===== src/rtl/quiz_pkg.sv =====
// Shared definitions for the quiz views: result codes, round FSM encoding,
// view identifiers, host button bit positions and the buzz-in priority helper.
package quiz_pkg;

  localparam logic [1:0] RES_NONE    = 2'b00;
  localparam logic [1:0] RES_OK      = 2'b01;
  localparam logic [1:0] RES_WRONG   = 2'b10;
  localparam logic [1:0] RES_TIMEOUT = 2'b11;

  typedef enum logic [2:0] {
    ST_IDLE   = 3'd0,
    ST_ARMED  = 3'd1,
    ST_JUDGE  = 3'd2,
    ST_COMMIT = 3'd3,
    ST_DONE   = 3'd4
  } state_e;

  localparam logic [2:0] VIEW_MENU    = 3'd0;
  localparam logic [2:0] VIEW_SETUP   = 3'd1;
  localparam logic [2:0] VIEW_SCORES  = 3'd2;
  localparam logic [2:0] VIEW_PLAY    = 3'd3;
  localparam logic [2:0] VIEW_INSPECT = 3'd4;

  localparam int BT_START   = 4;
  localparam int BT_CORRECT = 3;
  localparam int BT_WRONG   = 2;

  // Wide enough for the longest window (one billion cycles).
  localparam int TIMER_W = 30;

  // Player1 (bit 0) has the highest priority on simultaneous buzzes.
  function automatic logic [1:0] first_buzz(input logic [3:0] edges);
    if (edges[0])      return 2'd0;
    else if (edges[1]) return 2'd1;
    else if (edges[2]) return 2'd2;
    else               return 2'd3;
  endfunction

endpackage


===== src/rtl/quiz_timer.sv =====
// Up-counter with synchronous clear (dominant over enable) and a terminal
// count flag raised while the count equals term_i.
module quiz_timer #(
  parameter int W = 30
) (
  input  logic         clk,
  input  logic         rst,
  input  logic         clr_i,
  input  logic         en_i,
  input  logic [W-1:0] term_i,
  output logic         tc_o
);

  logic [W-1:0] count_q;
  logic [W-1:0] count_d;

  always_comb begin
    count_d = count_q;
    if (clr_i)     count_d = '0;
    else if (en_i) count_d = count_q + 1'b1;
  end

  always_ff @(posedge clk) begin
    if (rst) count_q <= '0;
    else     count_q <= count_d;
  end

  assign tc_o = (count_q == term_i);

endmodule


===== src/rtl/quiz_round_recorder.sv =====
// Runs one quiz question at a time in the play view and commits a 2-bit result
// per player into the answer lists. Optional beep on buzz-in: QUIZ_BUZZER_EN.
module quiz_round_recorder
  import quiz_pkg::*;
#(
  parameter int VIEW_ID      = 3,
  parameter int MAX_Q        = 9,
  parameter int BUZZ_TICKS   = 500_000_000,
  parameter int ANSWER_TICKS = 1_000_000_000,
  parameter int BEEP_TICKS   = 20_000_000
) (
  input  logic                 clk,
  input  logic                 rst,
  input  logic [2:0]           view,
  input  logic [4:0]           bt_edge,
  input  logic [3:0]           player_edge,
  output logic [3:0]           play_count,
  output logic [2*MAX_Q-1:0]   player1_list,
  output logic [2*MAX_Q-1:0]   player2_list,
  output logic [2*MAX_Q-1:0]   player3_list,
  output logic [2*MAX_Q-1:0]   player4_list,
  output logic                 round_done,
  output logic [23:0]          led,
  output logic                 buzzer
);

  localparam logic [3:0]         MAX_Q_C     = 4'(MAX_Q);
  localparam logic [TIMER_W-1:0] BUZZ_TERM   = TIMER_W'(BUZZ_TICKS - 1);
  localparam logic [TIMER_W-1:0] ANSWER_TERM = TIMER_W'(ANSWER_TICKS - 1);

  state_e                          state_q, state_d;
  logic [1:0]                      winner_q, winner_d;
  logic [1:0]                      code_q, code_d;
  logic [3:0]                      pc_q, pc_d;
  logic [3:0][2*MAX_Q-1:0]         lists_q, lists_d;
  logic                            view_ok;
  logic                            tmr_clr, tmr_en, tmr_tc;
  logic [TIMER_W-1:0]              tmr_term;
  logic [4:0]                      slot;

  assign view_ok  = (view == 3'(VIEW_ID));
  assign tmr_term = (state_q == ST_ARMED) ? BUZZ_TERM : ANSWER_TERM;
  assign slot     = {1'b0, pc_q} << 1;

  quiz_timer #(.W(TIMER_W)) u_round_timer (
    .clk   (clk),
    .rst   (rst),
    .clr_i (tmr_clr),
    .en_i  (tmr_en),
    .term_i(tmr_term),
    .tc_o  (tmr_tc)
  );

  always_comb begin
    state_d  = state_q;
    winner_d = winner_q;
    code_d   = code_q;
    tmr_clr  = 1'b0;
    tmr_en   = 1'b0;
    // Leaving the play view abandons an open question; DONE only yields to rst.
    if (!view_ok && state_q != ST_DONE) begin
      state_d = ST_IDLE;
      tmr_clr = 1'b1;
    end else begin
      case (state_q)
        ST_IDLE: begin
          if (bt_edge[BT_START] && pc_q < MAX_Q_C) begin
            state_d = ST_ARMED;
            tmr_clr = 1'b1;
          end
        end
        ST_ARMED: begin
          tmr_en = 1'b1;
          if (|player_edge) begin
            state_d  = ST_JUDGE;
            winner_d = first_buzz(player_edge);
            tmr_clr  = 1'b1;
          end else if (tmr_tc) begin
            state_d = ST_COMMIT;
            code_d  = RES_NONE;
          end
        end
        ST_JUDGE: begin
          tmr_en = 1'b1;
          if (bt_edge[BT_CORRECT]) begin
            state_d = ST_COMMIT;
            code_d  = RES_OK;
          end else if (bt_edge[BT_WRONG]) begin
            state_d = ST_COMMIT;
            code_d  = RES_WRONG;
          end else if (tmr_tc) begin
            state_d = ST_COMMIT;
            code_d  = RES_TIMEOUT;
          end
        end
        ST_COMMIT: begin
          tmr_clr = 1'b1;
          state_d = (pc_q + 4'd1 == MAX_Q_C) ? ST_DONE : ST_IDLE;
        end
        ST_DONE: state_d = ST_DONE;
        default: state_d = ST_IDLE;
      endcase
    end
  end

  always_comb begin
    lists_d = lists_q;
    pc_d    = pc_q;
    if (state_q == ST_COMMIT && view_ok) begin
      for (int p = 0; p < 4; p++) begin
        lists_d[p][slot +: 2] = (2'(p) == winner_q) ? code_q : RES_NONE;
      end
      pc_d = pc_q + 4'd1;
    end
  end

  always_ff @(posedge clk) begin
    if (rst) begin
      state_q  <= ST_IDLE;
      winner_q <= 2'd0;
      code_q   <= RES_NONE;
      pc_q     <= 4'd0;
      lists_q  <= '0;
    end else begin
      state_q  <= state_d;
      winner_q <= winner_d;
      code_q   <= code_d;
      pc_q     <= pc_d;
      lists_q  <= lists_d;
    end
  end

  assign play_count   = pc_q;
  assign player1_list = lists_q[0];
  assign player2_list = lists_q[1];
  assign player3_list = lists_q[2];
  assign player4_list = lists_q[3];
  assign round_done   = (pc_q == MAX_Q_C);

  assign led = {state_q == ST_ARMED, state_q == ST_JUDGE, round_done, 9'd0,
                pc_q, 4'd0,
                (state_q == ST_JUDGE) ? (4'b0001 << winner_q) : 4'b0000};

  logic unused_ok;

`ifdef QUIZ_BUZZER_EN
  localparam logic [TIMER_W-1:0] BEEP_TERM = TIMER_W'(BEEP_TICKS - 1);
  logic beep_q, beep_tc, buzz_in;

  assign buzz_in = view_ok && state_q == ST_ARMED && (|player_edge);

  quiz_timer #(.W(TIMER_W)) u_beep_timer (
    .clk   (clk),
    .rst   (rst),
    .clr_i (buzz_in || !beep_q),
    .en_i  (beep_q),
    .term_i(BEEP_TERM),
    .tc_o  (beep_tc)
  );

  always_ff @(posedge clk) begin
    if (rst || !view_ok)       beep_q <= 1'b0;
    else if (buzz_in)          beep_q <= 1'b1;
    else if (beep_q && beep_tc) beep_q <= 1'b0;
  end

  assign buzzer    = beep_q;
  assign unused_ok = &{1'b0, bt_edge[1:0]};
`else
  assign buzzer    = 1'b0;
  assign unused_ok = &{1'b0, bt_edge[1:0], BEEP_TICKS == 0};
`endif

endmodule


===== config.mk =====
export PLATFORM = sky130hd
export DESIGN_NAME = quiz_round_recorder
export DESIGN_NICKNAME = d
export VERILOG_FILES = /design/src/rtl/quiz_pkg.sv /design/src/rtl/quiz_timer.sv /design/src/rtl/quiz_round_recorder.sv
export SDC_FILE = /design/constraint.sdc
export NUM_CORES = 1
export LEC_CHECK = 0
export BUFFER_PORTS_ARGS = -buffer_cell sky130_fd_sc_hd__buf_4
export CELL_PAD_IN_SITES_DETAIL_PLACEMENT = 1
export CELL_PAD_IN_SITES_GLOBAL_PLACEMENT = 2
export CORE_UTILIZATION = 36
export CTS_CLUSTER_SIZE = 30
export DETAILED_ROUTE_END_ITERATION = 10
export GPL_ROUTABILITY_DRIVEN = 0
export GPL_TIMING_DRIVEN = 0
export PLACE_DENSITY = 0.89
export SYNTH_ARGS = -nofsm -noshare
export SYNTH_HDL_FRONTEND = slang
export SYNTH_HIERARCHICAL = 1
export SYNTH_SLANG_ARGS = --single-unit

===== constraint.sdc =====
create_clock -name clk -period 4.5 [get_ports clk]
set_input_delay 0.225 -clock clk [delete_from_list [all_inputs] [get_ports clk]]
set_output_delay 0.225 -clock clk [all_outputs]
set_load 0.05 [all_outputs]

# Word level (Yosys, flattened, before mapping)
# Cells that the tools add are included.
[totals]
regBits = 113
latch_bits = 0
mem_bits_rw = 0
rom_bits = 0
in_bits = 14
output_inout_bits = 102
wordCells = 81
n_memories = 0
[classes]
add_sub_neg = 3
n_mul = 0
div_mod_pow = 0
n_lt_le_gt_ge = 1
eq_ne = 16
n_shift = 6
n_mux = 32
bitwise_logic = 1
reduce_logical = 13
[ops]
columns = ["operator", "count"]
rows = [
  ["18-bit bitwise mux", 4],
  ["2-bit by 7-bit indexed part select with 18-bit output", 4],
  ["30-bit by 1-bit adder with 30-bit output, second input constant", 1],
  ["30-bit == test", 1],
  ["30-bit two-way mux", 1],
  ["2-bit two-way mux", 11],
  ["3-bit two-way mux", 6],
  ["2-bit by 7-bit variable shift with 18-bit output, first input constant", 1],
  ["3-bit case mux with 5 select lines", 1],
  ["3-bit by 2-bit == test with 1-bit output, second input constant", 3],
  ["4-bit == test, second input constant", 2],
  ["5-bit negator with 7-bit output", 1],
  ["1-bit two-way mux", 6],
  ["2-bit OR reduction", 3],
  ["5-bit AND reduction", 1],
  ["4-bit by 1-bit adder with 4-bit output, second input constant", 1],
  ["2-bit == test, first input constant", 2],
  ["4-bit less-than comparator, second input constant", 1],
  ["4-bit two-way mux", 1],
  ["2-bit != test, second input constant", 2],
  ["4-bit by 3-bit != test with 1-bit output, second input constant", 1],
  ["2-bit case mux with 2 select lines", 1],
  ["4-bit OR reduction", 1],
  ["1-bit by 2-bit << shifter with 4-bit output, first input constant", 1],
  ["13 further kinds", 15],
]

# Depth between registers and ports, before layout
# Gate-level depths: netlist of run 1.
[depth]
depth_word = 7
ltp_mapped = 12
mapped_depth_nobuf = 10

# By module
# Netlist of run 1, hierarchy kept.
[by_module_without_submodules]
columns = ["module", "instances", "cells_each", "area_per_inst_um2", "seq_area_each_um2"]
rows = [
  ["quiz_round_recorder", 1, 466, 4100.2, 1661.6],
  ["quiz_timer", 1, 213, 1784.2, 600.6],
]

# Least setup slack after synthesis of run 1
# OpenSTA, ideal clock, no wires.
[synth_path]
path_type = "reg-to-output"
from = "register pc_q[0], in the netlist play_count[0]"
to = "output port led[21]"
arrival_ns = 2.918
t_required_ns = 4.275
path_slack_ns = 1.357
path_stages_with_launch = 6
n_path_buf = 2
cell_sequence = "dfxtp_1 > ha_1 > clkbuf_1 > clkinv_1 > nor3_1 > buf_4"
[synth_between]
elab_chain_len = 1
[synth_lines]
columns = ["item", "line_no", "rtl"]
rows = [
  ["from (decl)", "quiz_round_recorder.sv:34", "logic [3:0] pc_q, pc_d;"],
  ["from (signal assigned)", "quiz_round_recorder.sv:128", "pc_q <= pc_d;"],
  ["4-bit == test", "quiz_round_recorder.sv:138", "assign round_done = (pc_q == MAX_Q_C);"],
  ["to (decl)", "quiz_round_recorder.sv:23", "output logic [23:0] led,"],
]
# No other way between the ends.

# Worst setup path after layout of run 1
[layout_path]
from = "register state_q[0]"
to = "register code_q[1]"
[layout_between]
elab_chain_len = 5
elab_cells_between_ends = 13
classes_between = "eq/ne: 7; mux: 2; bitwise: 1; reduce/logical: 3"
[layout_lines]
columns = ["item", "line_no", "rtl"]
rows = [
  ["from (decl)", "quiz_round_recorder.sv:31", "state_e state_q, state_d;"],
  ["from (signal assigned)", "quiz_round_recorder.sv:125", "state_q <= state_d;"],
  ["3-bit by 1-bit == test with 1-bit output *", "quiz_round_recorder.sv:42", "assign tmr_term = (state_q == ST_ARMED) ? BUZZ_TERM : ANSWER_TERM;"],
  ["30-bit two-way mux *", "quiz_round_recorder.sv:42", ""],
  ["named net tmr_term[11]", "quiz_round_recorder.sv:38", "logic [TIMER_W-1:0] tmr_term;"],
  ["30-bit == test *", "quiz_timer.sv:28", "assign tc_o = (count_q == term_i);"],
  ["named net tmr_tc", "quiz_round_recorder.sv:37", "logic tmr_clr, tmr_en, tmr_tc;"],
  ["4-bit by 3-bit != test with 1-bit output (no source line) / 2-bit by 1-bit != test with 1-bit output (equally long branches)", "-", ""],
  ["5-bit AND reduction (no source line) *", "-", ""],
  ["to (signal assigned)", "quiz_round_recorder.sv:127", "code_q <= code_d;"],
  ["to (decl)", "quiz_round_recorder.sv:33", "logic [1:0] code_q, code_d;"],
]
# The timed path passes the listed nets; every way through them passes the cells marked *.
# A chain may end at the register's enable or synchronous reset.

==> results of run 1 <==
==> logic make-up (layout without fill, tap and decap cells) <==
kind of cell,Yosys count,after routing,share of synthesized area [%]
adders and majority gates,6,6,1.28
xor gates and xnor gates,44,44,6.55
buffers and inverters,82,209,7.36
other,2,31,0.128
AOI/OAI and AO/OA,125,125,12.5
muxes,40,40,6.83
DFF,113,113,38.4
and+or+nand+nor,267,267,26.9
==> layout by cell type, fill, tap and decap left out, drive strengths merged, types with 27 or more instances in the layout <==
cell	synthesis	layout
dfxtp	113	113
nor2	44	44
nand2	27	27
nand4	47	47
nand2b	34	34
mux2i	39	39
conb	2	31
buf	34	133
clkbuf	34	57
a21oi	58	58
==> metrics by stage <==
stage                     power [mW]  hold WS [ns]  area, µm²
after floorplan                 1.09         0.401       5990
after global placement          1.11         0.450       7010
after detailed placement        1.11         0.453       7010
after CTS                       2.42         0.139       7570
after global routing            2.47         0.165       7570
final                           2.41         0.146       7570
==> state kept, by name (all words and copies together) (netlist names) <==
signal,flops
player4_list,18
player2_list,18
state_q,3
player3_list,18
player1_list,18
winner_q,2
code_q,2
u_round_timer/count_q,30
play_count,4
==> power breakdown <==
| part | internal, mW | switching [mW] | leakage, nW |
|---|---|---|---|
| Clock | 0.859 | 0.457 | 0.273 |
| Sequential | 1.00 | 0.000406 | 0.910 |
| Combinational | 0.0296 | 0.0630 | 1.79 |
==> critical path, cell delays in order, from the launching register on <==
cell and delay (ns):
sky130_fd_sc_hd__dfxtp_1 0.48, sky130_fd_sc_hd__or3b_2 0.48, sky130_fd_sc_hd__clkbuf_1 0.32, sky130_fd_sc_hd__inv_1 0.36, sky130_fd_sc_hd__xor2_1 0.11, sky130_fd_sc_hd__nor4_1 0.31
sky130_fd_sc_hd__nand3_1 0.13, sky130_fd_sc_hd__nor4_1 0.58, sky130_fd_sc_hd__o21ai_0 0.18, sky130_fd_sc_hd__a21boi_0 0.41, sky130_fd_sc_hd__mux2_2 0.38
==> layout make-up <==
type | count | area [µm²]
Fill cell | 1923 | 8370
Multi-Input combinational cell | 513 | 3300
Sequential cell | 113 | 2260
Timing Repair Buffer | 99 | 743
Clock buffer | 23 | 488
Buffer | 68 | 380
Tap cell | 216 | 270
Clock inverter | 5 | 80.1
Inverter | 14 | 52.6
==> routing by layer <==
metal | up-vias | wire length, µm
met5 | - | 0
met4 | 0 | 469
met3 | 32 | 801
met2 | 148 | 8850
met1 | 2720 | 8940
li1 | 2681 | -
==> how the worst max path moves through the flow <==
stage / cells past startpoint / endpoint / slack [ns] / startpoint
final: 10 / code_q[1] / 0.64 / state_q[0]
after global routing: 10 / code_q[1] / 0.45 / state_q[0]
after CTS: 10 / code_q[1] / 0.67 / state_q[0]
after detailed placement: 10 / code_q[1] / 0.79 / state_q[0]
after global placement: 10 / code_q[1] / 0.90 / state_q[0]
after floorplan: 5 / led[21] / 1.36 / play_count[0]
==> flow_metrics.env, run 1 <==
export IMPL_grt_use_total_pct=23.4
export IMPL_critPathCaptureType="register"
export IMPL_drtPass1Iterations=4
export IMPL_gr_usage_met2_pct=38.0
export IMPL_number_of_violations_of_the_max_capacitance_limit=0
export IMPL_layoutNonFillerInstCount=1051
export IMPL_grt_setup_unrepaired="false"
export IMPL_netlist_top_cells_area="sky130_fd_sc_hd__dfxtp_1 (38%), sky130_fd_sc_hd__mux2i_1 (6.6%), sky130_fd_sc_hd__a21oi_1 (4.9%)"
export IMPL_final_hold_viol_count=0
export IMPL_n_antenna_cell=0
export IMPL_grt_met1_usage_pct=30.5
export IMPL_fin_nets=846
export IMPL_routed_via_density=5.31
export IMPL_drt_total_wl_um=19100
export IMPL_crit_arrival_ns=4.17
export IMPL_yosysUniqueCellTypes=59
export IMPL_hpwl_um=14100
export IMPL_final_core_utilization_pct=47.5
export IMPL_fp_row_count=46
export IMPL_grt_most_used_layer="met2"
export IMPL_yosys_most_used_dff="sky130_fd_sc_hd__dfxtp_1"
export IMPL_startpoint_type="register"
export IMPL_worstMarginPinSlew_ns=1.04
export IMPL_synth_enable_flop_cells=0
export IMPL_worstPathRequired_ns=4.81
export IMPL_globalRouteOverflowTotal=0
export IMPL_pre_cts_slack_ns=0.786
export IMPL_yosys_cell_count_top_type="sky130_fd_sc_hd__dfxtp_1"
export IMPL_insertion_delay_ns=0.42
export IMPL_grt_max_degree=17
export IMPL_cts_repair_timing_setup_buffer_count=0
export IMPL_num_vias=5581
export IMPL_synthArstFlopShare_pct=0
export IMPL_drc=0
export IMPL_ys_top_cells_by_count="sky130_fd_sc_hd__dfxtp_1 (113), sky130_fd_sc_hd__a21oi_1 (58), sky130_fd_sc_hd__nand4_1 (46), sky130_fd_sc_hd__nor2_1 (44), sky130_fd_sc_hd__mux2i_1 (39)"
export IMPL_tritoncts_num_buffers=17
export IMPL_grt_first_pass_wirelength_um=29600
export IMPL_htree_num_levels=4
export IMPL_synth_area_leader_cell="sky130_fd_sc_hd__dfxtp_1"
export IMPL_reg2reg_end="code_q[1]"
export IMPL_power_per_cell_area_nw_per_um2=318
export IMPL_hold_path_end="code_q[0]"
export IMPL_floorplan_die_width_um=130
export IMPL_first_global_vias=5563
export IMPL_final_layout_size_suffix_gt1_share_pct=22.6
export IMPL_tritoncts_num_sinks=113
export IMPL_clk_pin_slew_ns=0.05
export IMPL_wl_per_cell_um=18.1
export IMPL_numPlacedInstances=1023
export IMPL_synth_yosys_seq_area_share_pct=38.4
export IMPL_synth_seq_cells=113
export IMPL_worst_r2r_startpoint="state_q[0]"
export IMPL_cts_root_buf="sky130_fd_sc_hd__clkbuf_16"
export IMPL_fin_worst_skew_ns=0.00728
export IMPL_tritoncts_clock_tree="built"
export IMPL_syn_cell_area_um2=5880
export IMPL_static_leakage_nw=2.97
export IMPL_ys_warns=6
export IMPL_hold_class="in -> reg"
export IMPL_worst_path_max_fanout=11
export IMPL_setup_total_negative_slack_ns=0
export IMPL_route_antenna_remaining_nets=0
export IMPL_run_status="finished clean"
export IMPL_drt_iter0_drc=251
export IMPL_die_area_um2=16900
export IMPL_starting_density_of_the_core_pct=36.9
export IMPL_worst_r2r_setup_slack_ns=0.64
export IMPL_timing_final_setup_violations=0
export IMPL_yosys_area_top_type_share_pct=38.4
export IMPL_critical_path_class="reg -> reg"
export IMPL_peakVddDrop_v=0.000272
export IMPL_timing_final_crit_share_pct=85.8
export IMPL_worst_hold_path_num_cells=3
export IMPL_io_pins=116
export IMPL_postSynthAreaPerCell_um2=8.67
export IMPL_placeableCoreArea_um2=15900
export IMPL_final_max_slew_viol_count=0
export IMPL_die_height_um=130
export IMPL_ctsResizeCount=0
export IMPL_areaGrowthSynthToFinish_pct=28.7
export IMPL_cts_hold_buf=0
export IMPL_placement_io_buffers=99
export IMPL_timing_max_slew_rel_slack_pct=30.0
export IMPL_globalRouteMet3Util_pct=4.31
export IMPL_cts_path_max_buffers=2
export IMPL_layout_min_cycle_time_ns=3.86
export IMPL_finalWorstSetupSlack_ns=0.638
export IMPL_fmax_mhz=259
export IMPL_hold_start="bt_edge[2]"
export IMPL_r2r_worst_path_cells=10
export IMPL_synth_cells=679
export IMPL_grt_antenna_before_repair=0
Note: power is estimated with default switching activity, not from simulation.
==> run 2: changes to the inputs <==
--- a/config.mk
+++ b/config.mk
@@ -12,7 +12,6 @@
 export CTS_CLUSTER_SIZE = 30
 export DETAILED_ROUTE_END_ITERATION = 10
 export GPL_ROUTABILITY_DRIVEN = 0
-export GPL_TIMING_DRIVEN = 0
 export PLACE_DENSITY = 0.89
 export SYNTH_ARGS = -nofsm -noshare
 export SYNTH_HDL_FRONTEND = slang
==> run 2 against run 1 <==
  * Count of clock-buffer cells in the layout is 6 lower
  * Sequential cell count stayed put
  * Routed wire length is 5.9% lower
==> flow_metrics.env, run 2 (synthesized netlist as in run 1, its figures left out) <==
export IMPL_largest_register="u_round_timer/count_q"
export IMPL_hold_class="in -> reg"
export IMPL_fmax_mhz=288
export IMPL_crit_top_cell="sky130_fd_sc_hd__nor4_1"
export IMPL_route_antenna_remaining_nets=0
export IMPL_fin_nets=780
export IMPL_insertion_delay_ns=0.42
export IMPL_mostFrequentLayoutCells="sky130_fd_sc_hd__dfxtp_1 (113), sky130_fd_sc_hd__buf_4 (101), sky130_fd_sc_hd__a21oi_1 (58)"
export IMPL_whs_ns=0.150
export IMPL_number_of_violations_of_the_max_capacitance_limit=0
export IMPL_ctsResizeCount=0
export IMPL_final_layout_size_suffix_gt1_share_pct=21.1
export IMPL_stdcell_area_um2=7250
export IMPL_globalRouteOverflowTotal=0
export IMPL_die_height_um=130
export IMPL_wl_per_cell_um=18.1
export IMPL_first_global_vias=5319
export IMPL_critical_path_cell_chain="or3b_2 -> inv_1 -> xor2_1 -> nor4_1 -> nand4_1 -> nor4_1 -> o21ai_0 -> a21boi_0 -> mux2_2"
export IMPL_io_pins=116
export IMPL_startpoint_type="register"
export IMPL_fp_row_count=46
export IMPL_clk_pin_slew_ns=0.06
export IMPL_run_status="finished clean"
export IMPL_layout_min_cycle_time_ns=3.48
export IMPL_floorplan_die_width_um=130
export IMPL_critPathCaptureType="register"
export IMPL_htree_num_levels=4
export IMPL_placeableCoreArea_um2=15900
export IMPL_grt_first_pass_wirelength_um=28200
export IMPL_starting_density_of_the_core_pct=36.9
export IMPL_final_hold_viol_count=0
export IMPL_areaGrowthSynthToFinish_pct=23.2
export IMPL_timing_final_crit_share_pct=77.3
export IMPL_timing_final_setup_violations=0
export IMPL_layoutNonFillerInstCount=989
export IMPL_n_antenna_cell=0
export IMPL_post_dp_cell_area_um2=6640
export IMPL_final_core_utilization_pct=45.5
export IMPL_finalWorstSetupSlack_ns=1.02
export IMPL_cts_hold_buf=0
export IMPL_numPlacedInstances=957
export IMPL_worstMarginPinSlew_ns=1.18
export IMPL_tritoncts_num_sinks=113
export IMPL_power_per_cell_area_nw_per_um2=340
export IMPL_slowest_delay_ns=0.64
export IMPL_pre_cts_slack_ns=1.08
export IMPL_total_power_mw=2.46
export IMPL_die_area_um2=16900
export IMPL_crit_arrival_ns=3.78
export IMPL_timing_max_slew_rel_slack_pct=21.5
export IMPL_cpMaxStageDelayCell="sky130_fd_sc_hd__or3b_2"
export IMPL_tritoncts_num_buffers=17
export IMPL_drc=0
export IMPL_cts_path_max_buffers=2
export IMPL_worst_path_max_fanout=11
export IMPL_static_leakage_nw=2.77
export IMPL_grt_use_total_pct=22.0
export IMPL_worstPathRequired_ns=4.80
export IMPL_fin_worst_skew_ns=0.00945
export IMPL_setup_total_negative_slack_ns=0
export IMPL_drt_iter0_drc=291
export IMPL_critical_path_class="reg -> reg"
export IMPL_num_vias=5344
export IMPL_final_max_slew_viol_count=0
export IMPL_grt_max_degree=99
export IMPL_cts_root_buf="sky130_fd_sc_hd__clkbuf_16"
export IMPL_drtPass1Iterations=5
export IMPL_tritoncts_clock_tree="built"
export IMPL_largest_register_ffs=30
export IMPL_drt_total_wl_um=17900
export IMPL_hpwl_um=12500
export IMPL_cts_repair_timing_setup_buffer_count=0
export IMPL_final_common_cell="sky130_fd_sc_hd__dfxtp_1"
export IMPL_fillers=1911
export IMPL_peakVddDrop_v=0.000258
export IMPL_routed_via_density=5.40
export IMPL_grt_setup_unrepaired="false"
export IMPL_placement_io_buffers=99
export IMPL_grt_antenna_before_repair=0
run 2: changes by cell type in the layout (fill, tap and decap cells not counted), sizes merged:
cell      delta
bufinv       +1
clkinvlp     +4
buf         -32
inv          +2
clkbuf      -40
clkinv       +3
run 2: where the power goes:
group,total (mW),internal (mW),switching [mW]
logic,0.0765,0.0191,0.0574
registers,1.00,1.00,0.000389
clock network,1.38,0.873,0.511
run 2: final cells by class:
type                    instances  area, µm²  share of cell area (%)
multi-input cells             513       3300                    45.5
clock inverters                15        184                    2.54
inverters                      14       52.6                   0.725
repair buffers                101        758                    10.5
flip-flops and latches        113       2260                    31.2
clock buffers                  17        425                    5.87
well taps                     216        270                    3.73
run 2: per-layer routing:
layer	global-route usage, %	wire length, µm	share of wire [%]
met1	28.3	8260	46
met5	0	0	0
met2	36.5	8550	48
met3	3.49	720	4.0
met4	9.17	410	2.3
run 2: worst paths after layout:
check	from	endpoint	slack, ns	depth (start not counted)
setup / recovery	state_q[0]	code_q[1]	1.02	9
hold / removal	bt_edge[2]	code_q[0]	0.15	3
hold reg to reg	player3_list[0]	player3_list[0]	0.45	2
setup reg to reg	state_q[0]	code_q[1]	1.02	9
run 2: critical path: cells and delay by family (launching register included):
kind,cells,cell delay (ns)
compound gates,2,0.49
xor+xnor,1,0.13
buf+inv,1,0.33
flops,1,0.44
mux,1,0.38
simple gates,4,1.59
==> run 3: changes to the inputs <==
--- a/config.mk
+++ b/config.mk
@@ -5,14 +5,15 @@
 export SDC_FILE = /design/constraint.sdc
 export NUM_CORES = 1
 export LEC_CHECK = 0
+export ABC_AREA = 1
 export BUFFER_PORTS_ARGS = -buffer_cell sky130_fd_sc_hd__buf_4
 export CELL_PAD_IN_SITES_DETAIL_PLACEMENT = 1
 export CELL_PAD_IN_SITES_GLOBAL_PLACEMENT = 2
-export CORE_UTILIZATION = 36
+export CORE_UTILIZATION = 31
 export CTS_CLUSTER_SIZE = 30
 export DETAILED_ROUTE_END_ITERATION = 10
 export GPL_ROUTABILITY_DRIVEN = 0
-export PLACE_DENSITY = 0.89
+export PLACE_DENSITY = 0.84
 export SYNTH_ARGS = -nofsm -noshare
 export SYNTH_HDL_FRONTEND = slang
 export SYNTH_HIERARCHICAL = 1
==> constraint.sdc (replaced) <==
create_clock -name clk -period 3.5 [get_ports clk]
set_input_delay 0.175 -clock clk [delete_from_list [all_inputs] [get_ports clk]]
set_output_delay 0.175 -clock clk [all_outputs]
set_load 0.05 [all_outputs]
==> run 3 against run 2 <==
  * Synthesized cell count rose by 32%
  * Clock skew is essentially flat
  * Register-to-register slack got worse by 0.03 ns
  * Final area is 5.3% higher
  * Critical path depth fell by 1
  * First-iteration DRC count fell by 25%
  * Critical path type unchanged
  * Routed wire length rose by 4.9%
  * Largest cell class unchanged
  * Sequential power rose by 29%
  * Area after synthesis grew 4.6%
  * Largest power group unchanged
==> flow_metrics.env, run 3 <==
export IMPL_slowest_delay_ns=0.58
export IMPL_synth_enable_flop_cells=0
export IMPL_worstMarginPinSlew_ns=0.636
export IMPL_netSwitchingPower_uw=751
export IMPL_synthArstFlopShare_pct=0
export IMPL_grt_met1_usage_pct=24.3
export IMPL_insertion_delay_ns=0.42
export IMPL_switching_share_pct=25.3
export IMPL_p_clk_share_pct=53.1
export IMPL_cellInternalPower_mw=2.22
export IMPL_crit_arrival_ns=2.80
export IMPL_grt_most_used_layer="met2"
export IMPL_route_antenna_remaining_nets=0
export IMPL_cts_path_max_buffers=2
export IMPL_synth_cells=895
export IMPL_yosys_area_top_type_share_pct=36.8
export IMPL_drt_total_wl_um=18800
export IMPL_synth_seq_cells=113
export IMPL_ys_top_cells_by_count="sky130_fd_sc_hd__nand2_1 (192), sky130_fd_sc_hd__nor2_1 (150), sky130_fd_sc_hd__dfxtp_1 (113), sky130_fd_sc_hd__a21oi_1 (81), sky130_fd_sc_hd__inv_1 (81)"
export IMPL_fin_nets=1022
export IMPL_ff_latch_area_um2=2260
export IMPL_synth_area_leader_cell="sky130_fd_sc_hd__dfxtp_1"
export IMPL_power_per_cell_area_nw_per_um2=389
export IMPL_globalRouteMet3Util_pct=4.23
export IMPL_first_global_vias=5710
export IMPL_final_layout_size_suffix_gt1_share_pct=18.6
export IMPL_cpMaxStageDelayCell="sky130_fd_sc_hd__ha_1"
export IMPL_starting_density_of_the_core_pct=31.6
export IMPL_hpwl_um=13800
export IMPL_htree_num_levels=4
export IMPL_critical_path_buf_inv_count=3
export IMPL_fillers=2477
export IMPL_grt_first_pass_wirelength_um=30100
export IMPL_tritoncts_num_buffers=17
export IMPL_cp_top_family="buffers and inverters"
export IMPL_grt_use_total_pct=19.4
export IMPL_wl_per_cell_um=14.7
export IMPL_final_hold_viol_count=0
export IMPL_crit_path_start="play_count[1]"
export IMPL_mostFrequentLayoutCells="sky130_fd_sc_hd__nand2_1 (192), sky130_fd_sc_hd__nor2_1 (150), sky130_fd_sc_hd__dfxtp_1 (113)"
export IMPL_startpoint_type="register"
export IMPL_yosysUniqueCellTypes=35
export IMPL_multi_input_comb_area_um2=3350
export IMPL_timing_final_setup_violations=0
export IMPL_worstPathRequired_ns=3.79
export IMPL_number_of_violations_of_the_max_capacitance_limit=0
export IMPL_drc=0
export IMPL_largest_register="u_round_timer/count_q"
export IMPL_globalRouteOverflowTotal=0
export IMPL_timing_max_slew_rel_slack_pct=57.6
export IMPL_placeableCoreArea_um2=19500
export IMPL_yosys_most_used_dff="sky130_fd_sc_hd__dfxtp_1"
export IMPL_areaGrowthSynthToFinish_pct=24.1
export IMPL_tritoncts_num_sinks=113
export IMPL_timing_final_crit_share_pct=71.7
export IMPL_hold_start="bt_edge[4]"
export IMPL_grt_max_degree=45
export IMPL_cts_hold_buf=0
export IMPL_drt_iter0_drc=219
export IMPL_placement_io_buffers=99
export IMPL_synth_yosys_seq_area_share_pct=36.8
export IMPL_clk_pin_slew_ns=0.06
export IMPL_io_pins=116
export IMPL_static_leakage_nw=3.38
export IMPL_crit_top_cell="sky130_fd_sc_hd__inv_1"
export IMPL_die_area_um2=20400
export IMPL_fmax_mhz=398
export IMPL_yosys_cell_count_top_type="sky130_fd_sc_hd__nand2_1"
export IMPL_fin_worst_skew_ns=0.00976
export IMPL_worst_r2r_startpoint="play_count[1]"
export IMPL_routed_via_density=4.64
export IMPL_gr_usage_met2_pct=32.3
export IMPL_critPathCaptureType="register"
export IMPL_postSynthAreaPerCell_um2=6.88
export IMPL_layout_min_cycle_time_ns=2.51
export IMPL_netlist_top_cells_area="sky130_fd_sc_hd__dfxtp_1 (37%), sky130_fd_sc_hd__nand2_1 (12%), sky130_fd_sc_hd__nor2_1 (9.1%)"
export IMPL_n_antenna_cell=0
export IMPL_fp_row_count=51
export IMPL_critical_path_class="reg -> reg"
export IMPL_share_comb_of_total_power_pct=3.5
export IMPL_tritoncts_clock_tree="built"
export IMPL_grt_setup_unrepaired="false"
export IMPL_peakVddDrop_v=0.000334
export IMPL_ctsResizeCount=0
export IMPL_final_max_slew_viol_count=0
export IMPL_num_vias=5935
export IMPL_grt_antenna_before_repair=0
export IMPL_critical_path_cell_chain="inv_1 -> ha_1 -> inv_1 -> nor2_1 -> buf_4 -> nand3_1 -> nand2_1 -> a21oi_1"
export IMPL_largest_register_ffs=30
export IMPL_setup_total_negative_slack_ns=0
export IMPL_hold_class="in -> reg"
export IMPL_syn_cell_area_um2=6150
export IMPL_die_height_um=143
export IMPL_floorplan_die_width_um=143
export IMPL_final_common_cell="sky130_fd_sc_hd__nand2_1"
export IMPL_cts_repair_timing_setup_buffer_count=0
export IMPL_power_frac_seq_pct=43.4
export IMPL_total_power_mw=2.97
export IMPL_cts_root_buf="sky130_fd_sc_hd__clkbuf_16"
export IMPL_drtPass1Iterations=7
export IMPL_worst_path_max_fanout=12
export IMPL_ys_warns=6
export IMPL_run_status="finished clean"
==> run 3: path summary, 6_finish.rpt <==
kind / endpoint / slack, ns / depth (start not counted)
max: player2_list[13] / 0.99 / 8
min: state_q[0] / 0.12 / 5
max reg2reg: player2_list[13] / 0.99 / 8
min reg2reg: player1_list[6] / 0.46 / 2
==> run 3: final cells by class <==
| type | count | area share, % |
|---|---|---|
| clock inverters | 15 | 1.47 |
| inverters | 85 | 4.21 |
| repair buffers | 111 | 10.9 |
| multi-input cells | 674 | 43.9 |
| well taps | 265 | 4.34 |
| flip-flops and latches | 113 | 29.6 |
| clock buffers | 17 | 5.57 |
==> run 3: cell families after synthesis <==
group                      count (synthesis)  share of synthesized area (%)
DFF                                      113                           36.8
adders and majority gates                  6                           1.22
buffers and inverters                    141                           10.8
AOI/OAI and AO/OA                        108                           8.99
and+or+nand+nor                          498                           38.3
xor gates and xnor gates                  27                           3.84
other                                      2                          0.122
==> run 3: power groups by stage <==
stage	sequential [mW]	clock, mW	combinational (mW)
after global placement	1.32	0	0.103
final	1.29	1.58	0.103
after global routing	1.29	1.68	0.116
after floorplan	1.32	0	0.0917
after CTS	1.29	1.62	0.104
after detailed placement	1.32	0	0.104
==> run 3: routing by layer <==
| metal | wire [µm] | part of all wire [%] | vias to the layer above |
|---|---|---|---|
| li1 | - | - | 3049 |
| met1 | 8860 | 47 | 2773 |
| met2 | 8980 | 48 | 94 |
| met3 | 688 | 3.7 | 19 |
| met4 | 295 | 1.6 | 0 |
| met5 | 0 | 0 | - |
==> run 3: tightest hold or removal path: cells and delay by family <==
family        cells  cell delay [ns]
simple gates      4             0.21
buf+inv           1             0.11
==> run 3: per-stage QoR <==
step	instances	utilization, %	setup slack (ns)	area (µm²)	hold slack (ns)
2_1_floorplan	928	-	0.804	6280	0.387
3_3_place_gp	1248	36.5	1.04	7100	0.454
3_5_place_dp	1248	36.5	0.988	7100	0.456
4_1_cts	1280	39.2	0.982	7640	0.104
5_1_grt	1280	39.2	0.806	7640	0.140
6_report	1280	39.2	0.990	7640	0.117
